`config.mk`:
```
export PLATFORM = sky130hd
export DESIGN_NAME = aes_key_sched
export DESIGN_NICKNAME = d
export VERILOG_FILES = /design/src/rtl/aes_key_sched.sv
export SDC_FILE = /design/constraint.sdc
export NUM_CORES = 1
export LEC_CHECK = 0
export CAP_MARGIN = 0
export CORE_AREA = 2 2 156 120
export DETAILED_ROUTE_END_ITERATION = 8
export DIE_AREA = 0 0 158 122
export PLACE_DENSITY = 0.76
export SYNTH_ARGS = -nofsm -noshare
export SYNTH_HDL_FRONTEND = slang
export SYNTH_SLANG_ARGS = --single-unit
```
`constraint.sdc`:
```
create_clock -name clk -period 5.3 [get_ports clk]
set_input_delay 1.06 -clock clk [delete_from_list [all_inputs] [get_ports clk]]
set_output_delay 1.06 -clock clk [all_outputs]
set_load 0.01 [all_outputs]
```
`src/rtl/aes_key_sched.sv`:
```
// AES-128 style round-key generator. The cipher key is loaded a byte at a time.
// Each round key is expanded in place in one 16-byte register, using an
// external S-box with configurable read latency. Every key is then streamed
// out byte-serially when the consumer asks for it.
module aes_key_sched #(
  parameter int NR        = 10,
  parameter int SBOX_LAT  = 1,
  parameter int EMIT_KEY0 = 0
) (
  input  logic       clk,
  input  logic       rst,
  input  logic [7:0] din,
  input  logic       enable_din,
  output logic [7:0] sbox_addr,
  output logic       enable_sbox,
  input  logic [7:0] sbox_in,
  input  logic       round_complete,
  output logic [7:0] dout,
  output logic       enable_out,
  output logic [3:0] round_idx,
  output logic       busy,
  output logic       done
);

  typedef enum logic [2:0] {
    S_LOAD, S_SUB_ISSUE, S_SUB_WAIT, S_EXPAND, S_HOLD, S_OUT
  } state_t;

  localparam logic [3:0] NR_L = 4'(NR);

  state_t              r_state, w_state_next;
  logic [3:0]          r_cnt;          // byte index / issue slot / column / out byte
  logic [1:0]          r_cap_cnt;      // which S-box result arrives next
  logic [SBOX_LAT-1:0] r_strobe_pipe;  // strobe delayed to line up with sbox_in
  logic [7:0]          r_key [16];     // row-major: byte i = row i/4, column i%4
  logic [7:0]          r_sw [4];       // SubWord(RotWord(column 3)), row 0 first
  logic [7:0]          r_rcon;
  logic [3:0]          r_round;
  logic                r_pending;
  logic                r_done;
  logic                w_capture;
  logic [1:0]          w_col;
  logic [7:0]          w_mix [4];
  logic [7:0]          w_col_new [4];

  assign w_col     = r_cnt[1:0];
  assign w_capture = r_strobe_pipe[SBOX_LAT-1];
  assign round_idx = r_round;
  assign done      = r_done;

  // Per-row mixing term: column 0 takes the substituted word (plus Rcon on
  // row 0); later columns take the column just rewritten on the previous cycle.
  genvar gi;
  generate
    for (gi = 0; gi < 4; gi++) begin : g_row
      localparam logic [7:0] RCON_MASK = (gi == 0) ? 8'hff : 8'h00;
      assign w_mix[gi] = (w_col == 2'd0) ? (r_sw[gi] ^ (r_rcon & RCON_MASK))
                                         : r_key[{2'(gi), w_col - 2'd1}];
      assign w_col_new[gi] = r_key[{2'(gi), w_col}] ^ w_mix[gi];
    end
  endgenerate

  // State register.
  always_ff @(posedge clk) begin
    if (rst) r_state <= S_LOAD;
    else     r_state <= w_state_next;
  end

  // Next-state decode and all strobes; outputs are zero outside their states.
  always_comb begin
    w_state_next = r_state;
    enable_sbox  = 1'b0;
    enable_out   = 1'b0;
    sbox_addr    = 8'h00;
    dout         = 8'h00;
    busy         = (r_state != S_LOAD);
    case (r_state)
      S_LOAD: begin
        if (enable_din && r_cnt == 4'd15)
          w_state_next = (EMIT_KEY0 != 0) ? S_HOLD : S_SUB_ISSUE;
      end
      S_SUB_ISSUE: begin
        enable_sbox = 1'b1;
        // Rotated column 3: bytes 7, 11, 15, 3.
        sbox_addr = r_key[{w_col + 2'd1, 2'd3}];
        if (w_col == 2'd3) w_state_next = S_SUB_WAIT;
      end
      S_SUB_WAIT: begin
        if (w_capture && r_cap_cnt == 2'd3) w_state_next = S_EXPAND;
      end
      S_EXPAND: begin
        if (w_col == 2'd3) w_state_next = S_HOLD;
      end
      S_HOLD: begin
        if (r_pending) w_state_next = S_OUT;
      end
      S_OUT: begin
        enable_out = 1'b1;
        dout       = r_key[r_cnt];
        if (r_cnt == 4'd15)
          w_state_next = (r_round < NR_L) ? S_SUB_ISSUE : S_LOAD;
      end
      default: w_state_next = S_LOAD;
    endcase
  end

  // Shared step counter: restarts on every state change.
  always_ff @(posedge clk) begin
    if (rst) begin
      r_cnt <= 4'd0;
    end else if (w_state_next != r_state) begin
      r_cnt <= 4'd0;
    end else if ((r_state == S_LOAD && enable_din) || r_state == S_SUB_ISSUE ||
                 r_state == S_EXPAND || r_state == S_OUT) begin
      r_cnt <= r_cnt + 4'd1;
    end
  end

  // Strobe delay line; its tail marks the cycle in which sbox_in is valid.
  always_ff @(posedge clk) begin
    if (rst) begin
      r_strobe_pipe <= '0;
      r_cap_cnt     <= 2'd0;
    end else begin
      for (int k = SBOX_LAT - 1; k > 0; k--) r_strobe_pipe[k] <= r_strobe_pipe[k-1];
      r_strobe_pipe[0] <= enable_sbox;
      if (w_capture) r_cap_cnt <= r_cap_cnt + 2'd1;
    end
  end

  // Key and S-box word storage (no reset: always reloaded before use).
  always_ff @(posedge clk) begin
    if (!rst) begin
      if (r_state == S_LOAD && enable_din) begin
        r_key[r_cnt] <= din;
      end else if (r_state == S_EXPAND) begin
        for (int k = 0; k < 4; k++) r_key[{2'(k), w_col}] <= w_col_new[k];
      end
      if (w_capture) r_sw[r_cap_cnt] <= sbox_in;
    end
  end

  // Round bookkeeping: Rcon, round index, request flag and the done pulse.
  always_ff @(posedge clk) begin
    if (rst) begin
      r_rcon    <= 8'h01;
      r_round   <= 4'd0;
      r_pending <= 1'b0;
      r_done    <= 1'b0;
    end else begin
      r_done <= 1'b0;
      if (r_state == S_HOLD && r_pending)
        r_pending <= 1'b0;
      else if (round_complete && r_state != S_LOAD)
        r_pending <= 1'b1;
      if (r_state == S_LOAD && w_state_next != S_LOAD)
        r_round <= (EMIT_KEY0 != 0) ? 4'd0 : 4'd1;
      if (r_state == S_EXPAND && w_col == 2'd3)
        r_rcon <= {r_rcon[6:0], 1'b0} ^ (r_rcon[7] ? 8'h1b : 8'h00);
      if (r_state == S_OUT && r_cnt == 4'd15) begin
        if (r_round < NR_L) begin
          r_round <= r_round + 4'd1;
        end else begin
          r_done    <= 1'b1;
          r_round   <= 4'd0;
          r_rcon    <= 8'h01;
          r_pending <= 1'b0;
        end
      end
    end
  end

endmodule

```
==> results.md, run 1 <==
- Final setup TNS: 0 ns
- Via density: 7.02
- Routed length per instance: 28.9 um
- Pwr Density: 307 nW/um^2
- FMAX: 223 MHz
- Max-Cap Viols: 0
- Finished Cell Area: 11700 um^2
- Layout cells sized above 1: 15.1%
- Hold Crit Start: r_rcon[5]$_SDFF_PP0_
- Initial antenna violation count: 0
- Worst Tran Pin Value: 1.34 ns
- Slew HR: 10.6%
- Final critical-path share of the clock period: 84.7%
- Setup bufs post-CTS: 0
- Clock slew at reported path FFs: 0.07 ns
- Final net count: 863
- Clk_lat worst skew: 0.44 ns
- Bufs on Longest Clock Path: 2
- Buffers on Ports: 43
- Syn Inst Count: 811
- Remaining DRCs: 0
- Largest family of logic cells by synthesized area: multiplexers
- Post-DP Area: 11000 um^2
- Row count: 43
- CTS hold repair buffers: 0
- Arrival time worst endpoint: 3.43 ns
- Starting Density: 58.0%
- Register area share after synthesis: 51.5%
- Crit-path cells: inv_1, ha_1, buf_4, mux4_2, nor2b_1, clkdlybuf4s50_1
- Simple-gate share of the synthesized area: 10.4%
- Clock Sinks: 188
- Via count: 7678
- Net Count, Synth: 840
- Hold crit path type: flip-flop to flip-flop
- Routability cong.: 0.909
- WP data required: 4.24 ns
- Antenna Nets Post-Route: 0
- Routed WL: 31.7 mm
- Mux cell area share after synthesis: 19.1%
- Overall Power: 3.58 mW
- Die X: 158 um
- Post-Synth Adder-Cell Area: 1.08%
- Mean Syn Cell Area: 12.8 um^2
- CP Buf/Inv Count: 3
- Leak pwr: 3.82 nW
- Die area: 19300 um^2
- Post-Synth XOR/XNOR Area: 4.43%
- Num CTS Buffers: 17
- # diodes: 0
- Vias in the first global route: 7165
- Synth Area in Compound Gates: 10.8%
- Top-level port count: 44
- Status: finished clean
- Leading area contributor after synthesis: edfxtp_1
- First-pass GRT wire length: 46.2 mm
- RSZ-0062 raised after global routing: no
- Post-cts sizing count: 0
- Drt pass-1 iters: 8
- Setup crit start: r_cnt[0]$_SDFFE_PP0N_
- Crit path largest cell delay: 0.75 ns
- WHS: 0.505 ns
- Final Skew: 0.00913 ns
- Synth Flop Type: edfxtp_1
- Top cell type's share of synthesized area: 46.1%
- P&R area growth vs syn: 11.9%
- Ys async rst share: 0%
- Crit start category: flip-flop
- Top post-synthesis cells by area: edfxtp_1 46%, mux4_2 12%, dfxtp_1 5.4%
- Final min period: 4.49 ns
- Util after Layout: 64.9%
- GRT Residual Overflow: 0
- Crit path max-delay family: buffers and inverters
- Cell area after synthesis: 10400 um^2
- Tot GR Track Use: 34.1%
- Inst Count DP: 1062
- Core area: 18000 um^2
- Setup crit end kind: output port
- Count of pins over their slew limit: 0
- Synth warnings: 0
- Final worst slack: 0.813 ns
- Crit path max fanout: 36
- 1st-iter DRT viols: 1102
- Critical path class: flip-flop to output port
- Count of non-filler cells in the finished layout: 1094
- Pre-CTS setup slack: 1.25 ns
- Root buffer cell: clkbuf_16
- Die height: 122 um
- Worst reg2reg path startpoint: r_cnt[0]$_SDFFE_PP0N_
- CTS tree: done
- Detail Placement HPWL: 20.8 mm
- H-Tree Depth: 4
- EDFF count, synth: 160
- Final Hold Vio Count: 0
- Setup Viol. Count Final: 0
- Peak VDD IR: 199 uV
- Largest net degree at the start of global routing: 37
- #FFs+latches synth: 188
- Yosys cell types: 59
- CP max-delay cell: dfxtp_4
-- layout by cell type, fill, tap and decap left out, types with 9 or more instances in the layout --
| cell | instances |
|---|---|
| a211oi_1 | 10 |
| a21oi_1 | 35 |
| a22oi_1 | 19 |
| and2_1 | 32 |
| and3_1 | 20 |
| buf_4 | 11 |
| clkbuf_16 | 22 |
| clkdlybuf4s50_1 | 43 |
| dfxtp_1 | 26 |
| edfxtp_1 | 160 |
| ha_1 | 9 |
| mux2i_1 | 50 |
| mux4_2 | 56 |
| nand2_1 | 30 |
| nor2_1 | 27 |
| nor2b_1 | 21 |
| nor3_1 | 44 |
| o21ai_0 | 88 |
| xnor2_1 | 16 |
| xor2_1 | 33 |
-- routing by layer --
metal	global-route usage, %	share of wire (%)	up-vias
li1	-	-	3191
met1	48.2	39	3846
met2	50.7	45	571
met3	10.2	14	70
met4	11.4	2.6	0
met5	0	0	-
-- flip-flops by register name (all words and copies together) (netlist names), named ones only --
register / count
r_key: 128
r_sw: 32
r_rcon: 8
r_cnt: 4
round_idx: 4
r_state: 3
r_cap_cnt: 2
done: 1
r_pending: 1
r_strobe_pipe: 1
-- tightest hold or removal path, delay by kind of cell (launching register included) --
| family | cells | cell delay [ns] |
|---|---|---|
| DFF | 1 | 0.34 |
| and+or+nand+nor | 1 | 0.07 |
| AOI/OAI and AO/OA | 1 | 0.05 |
-- final cells by class --
type | instances | area (um^2)
fill | 1363 | 6310
sequential | 188 | 5370
multi-input combinational | 564 | 4780
clock buffer | 26 | 579
timing repair buffer | 56 | 553
tap | 247 | 309
clock inverter | 6 | 41.3
inverter | 7 | 26.3
-- cells by family after synthesis --
| family | count (synthesis) |
|---|---|
| simple gates | 198 |
| compound gates | 188 |
| flops | 188 |
| mux | 118 |
| buf+inv | 59 |
| xor+xnor | 51 |
| fa+ha+maj | 9 |
-- power by group --
| part | internal, mW | total (mW) | switching (mW) |
|---|---|---|---|
| clock network | 0.762 | 1.33 | 0.570 |
| registers | 1.61 | 1.65 | 0.0341 |
| logic | 0.250 | 0.598 | 0.348 |
-- cells in the mapped netlist, types with 2 or more instances --
master,instances
mux4_1,2
a22oi_1,19
nand2b_1,5
edfxtp_1,160
a21o_1,6
ha_1,9
nor2_1,28
a21boi_1,2
xnor2_1,16
a21oi_1,36
a222oi_1,2
o211ai_1,2
a211oi_1,10
inv_1,6
mux2_2,3
mux2i_4,6
xnor2_2,2
a41o_1,2
nor3_1,44
nor3_2,2
a211oi_2,6
mux4_2,56
o221ai_1,2
and2_1,32
a21boi_0,2
and3_1,20
o21ai_0,88
nor2b_1,21
nand3b_1,2
buf_1,5
buf_2,12
dfxtp_1,28
o21bai_1,2
xor2_1,33
o21ai_1,7
nand2_1,30
clkbuf_1,27
mux2i_1,50
buf_4,6
-- worst paths after layout --
check / end / slack (ns) / cells after the start
max: sbox_addr[7] / 0.81 / 6
min: r_rcon[6]$_SDFF_PP0_ / 0.50 / 2
max reg2reg: r_key[13][6]$_DFFE_PP_ / 1.64 / 7
min reg2reg: r_rcon[6]$_SDFF_PP0_ / 0.50 / 2
Note: power is estimated with default switching activity, not from simulation.
==> inputs of run 2 (changes only) <==
Settings changed: CORE_AREA 2 2 156 120 to 2 2 162 125, DIE_AREA 0 0 158 122 to 0 0 164 127, PLACE_DENSITY 0.76 to 0.73.
Clock period 5.3 ns to 3.9 ns, I/O delays scaled along.
==> results.md, run 2 (same netlist as run 1, synthesis figures left out) <==
- GRT Residual Overflow: 0 (unchanged)
- Routability cong.: 0.948 (was 0.909)
- Highest routed layer: met4 (unchanged)
- Layout cells sized above 1: 17.3% (was 15.1%)
- Top-level port count: 44 (unchanged)
- Worst reg2reg path startpoint: r_cnt[0]$_SDFFE_PP0N_ (unchanged)
- Final min period: 3.70 ns
- CTS hold repair buffers: 0 (unchanged)
- Die X: 164 um (was 158 um)
- Post-DP Area: 11200 um^2 (was 11000 um^2)
- P&R area growth vs syn: 13.9% (was 11.9%)
- Final critical-path share of the clock period: 94.8%
- Die area: 20800 um^2 (was 19300 um^2)
- Largest Register: r_key (unchanged)
- Initial antenna violation count: 0 (unchanged)
- WHS: 0.503 ns (was 0.505 ns)
- Worst hold stages: 2 (unchanged)
- Final net count: 885 (was 863)
- Setup crit end kind: output port (unchanged)
- First-pass GRT wire length: 46.6 mm (was 46.2 mm)
- Util after Layout: 62.1% (was 64.9%)
- Row count: 44 (was 43)
- Via count: 7816 (was 7678)
- Clk_lat worst skew: 0.45 ns (was 0.44 ns)
- Antenna Nets Post-Route: 0 (unchanged)
- Crit path largest cell delay: 0.49 ns (was 0.75 ns)
- Hold Crit Start: r_rcon[5]$_SDFF_PP0_ (unchanged)
- Max-Cap Viols: 0 (unchanged)
- M1 WL: 12.3 mm (about the same)
- Core area: 19100 um^2 (was 18000 um^2)
- Buffers on Ports: 43 (unchanged)
- Routed length per instance: 28.0 um (was 28.9 um)
- Vias in the first global route: 7546 (was 7165)
- FF/Latch Area: 5370 um^2 (unchanged)
- Via density: 6.97 (was 7.02)
- Pwr Density: 423 nW/um^2 (was 307 nW/um^2)
- Arrival time worst endpoint: 2.92 ns (was 3.43 ns)
- H-Tree Depth: 4 (unchanged)
- Flip-flop count of the largest register after layout: 128 (unchanged)
- Hold path endpoint: r_rcon[6]$_SDFF_PP0_ (unchanged)
- WP data required: 3.12 ns (was 4.24 ns)
- CTS tree: done (unchanged)
- Starting Density: 54.5% (was 58.0%)
- Clock Sinks: 188 (unchanged)
- Clock share of power: 39.4% (was 37.2%)
- Die height: 127 um (was 122 um)
- Detail Placement HPWL: 20.8 mm (about the same)
- Psw: 1.33 mW (was 0.953 mW)
- Hold crit path type: flip-flop to flip-flop (unchanged)
- Root buffer cell: clkbuf_16 (unchanged)
- Worst reg2reg endpoint: r_key[11][4]$_DFFE_PP_ (was r_key[13][6]$_DFFE_PP_)
- Multi-input gate area: 4770 um^2 (was 4780 um^2)
- WL met2: 14.2 mm (about the same)
- Crit path max fanout: 32 (was 36)
- FMAX: 271 MHz
- 1st-iter DRT viols: 1073 (was 1102)
- R2R cell count: 5 (was 7)
- Post-cts sizing count: 0 (unchanged)
- Routed WL: 31.5 mm (was 31.7 mm)
- RSZ-0062 raised after global routing: no (unchanged)
- Peak VDD IR: 267 uV (was 199 uV)
- Setup Viol. Count Final: 0 (unchanged)
- # diodes: 0 (unchanged)
- Largest net degree at the start of global routing: 62 (was 37)
- Sw Ratio: 26.5% (was 26.6%)
- Tot GR Track Use: 30.9% (was 34.1%)
- Final Hold Vio Count: 0 (unchanged)
- Crit-path cells: buf_4, mux4_2, mux4_2, and2_1, clkdlybuf4s50_1 (was inv_1, ha_1, buf_4, mux4_2, nor2b_1, clkdlybuf4s50_1)
- Final Skew: 0.0137 ns (was 0.00913 ns)
- Worst Tran Pin Value: 1.23 ns (was 1.34 ns)
- Power Internal: 3.69 mW (was 2.62 mW)
- Register share of total power: 43.9% (was 46.0%)
- Overall Power: 5.02 mW (was 3.58 mW)
- Combinational power share: 16.7% (about the same)
- Drt pass-1 iters: 6 (was 8)
- Largest regs: r_key (128), r_sw (32), r_rcon (8) (unchanged)
- Setup bufs post-CTS: 0 (unchanged)
- Num CTS Buffers: 17 (unchanged)
- Remaining DRCs: 0 (unchanged)
- Most used cell, CP: mux4_2
- Commonest non-fill, non-tap cell in the layout: edfxtp_1 (unchanged)
- Count of pins over their slew limit: 0 (unchanged)
- Leak pwr: 3.95 nW (was 3.82 nW)
- R2r setup slk: 0.60 ns (was 1.64 ns)
- Bufs on Longest Clock Path: 2 (unchanged)
- CP max-delay cell: mux4_2 (was dfxtp_4)
- Finished Cell Area: 11900 um^2 (was 11700 um^2)
- Status: finished clean (unchanged)
- Commonest cells after routing, fill and taps aside: 160 x edfxtp_1, 88 x o21ai_0, 56 x mux4_2 (unchanged)
- Final setup TNS: 0 ns (unchanged)
- Crit start category: flip-flop (unchanged)
- Clock slew at reported path FFs: 0.08 ns (was 0.07 ns)
- Fillcell total: 1436 (was 1363)
- Slew HR: 18.2% (was 10.6%)
- Metal3 WL: 4.12 mm (was 4.34 mm)
- Critical path class: flip-flop to output port (unchanged)
==> run 2: cell type report <==
cell class / count / area share [%]
Clock buffer: 17 / 3.58
Clock inverter: 15 / 1.98
Inverter: 7 / 0.221
Multi-Input combinational cell: 564 / 40.2
Sequential cell: 188 / 45.3
Tap cell: 253 / 2.67
Timing Repair Buffer: 78 / 6.05
==> run 2: worst max-delay path by stage <==
stage / cells after the start / endpoint / startpoint
floorplan: 12 / sbox_addr[0] / r_cnt[0]$_SDFFE_PP0N_
global placement: 5 / r_key[11][6]$_DFFE_PP_ / r_cnt[0]$_SDFFE_PP0N_
detailed placement: 5 / r_key[11][6]$_DFFE_PP_ / r_cnt[0]$_SDFFE_PP0N_
CTS: 5 / dout[0] / flip-flop
global route: 5 / dout[0] / flip-flop
finish: 5 / dout[0] / flip-flop
==> run 2: per-layer routing <==
layer	track usage, %	vias up
li1	-	3240
met1	42.7	3919
met2	47.6	578
met3	9.19	79
met4	9.75	0
met5	0	-
==> run 2: through the flow <==
step	worst slack (ns)	instances
2_1_floorplan	0.280	811
4_1_cts	0.207	1122
3_5_place_dp	0.559	1090
3_3_place_gp	0.626	1090
5_1_grt	0.137	1122
6_report	0.204	1122
==> run 2: worst max-delay path, delay by kind of cell, from the launching register on <==
kind,cells,cell delay (ns)
muxes,2,0.98
buffers and inverters,2,0.97
DFF,1,0.31
and+or+nand+nor,1,0.20
==> run 2: power by group through the flow <==
stage               logic [mW]  registers [mW]  clock network, mW
floorplan                0.619            2.24                  0
global placement         0.788            2.24                  0
detailed placement       0.811            2.25                  0
CTS                      0.822            2.20               1.98
global route             0.888            2.20               2.06
finish                   0.839            2.20               1.98
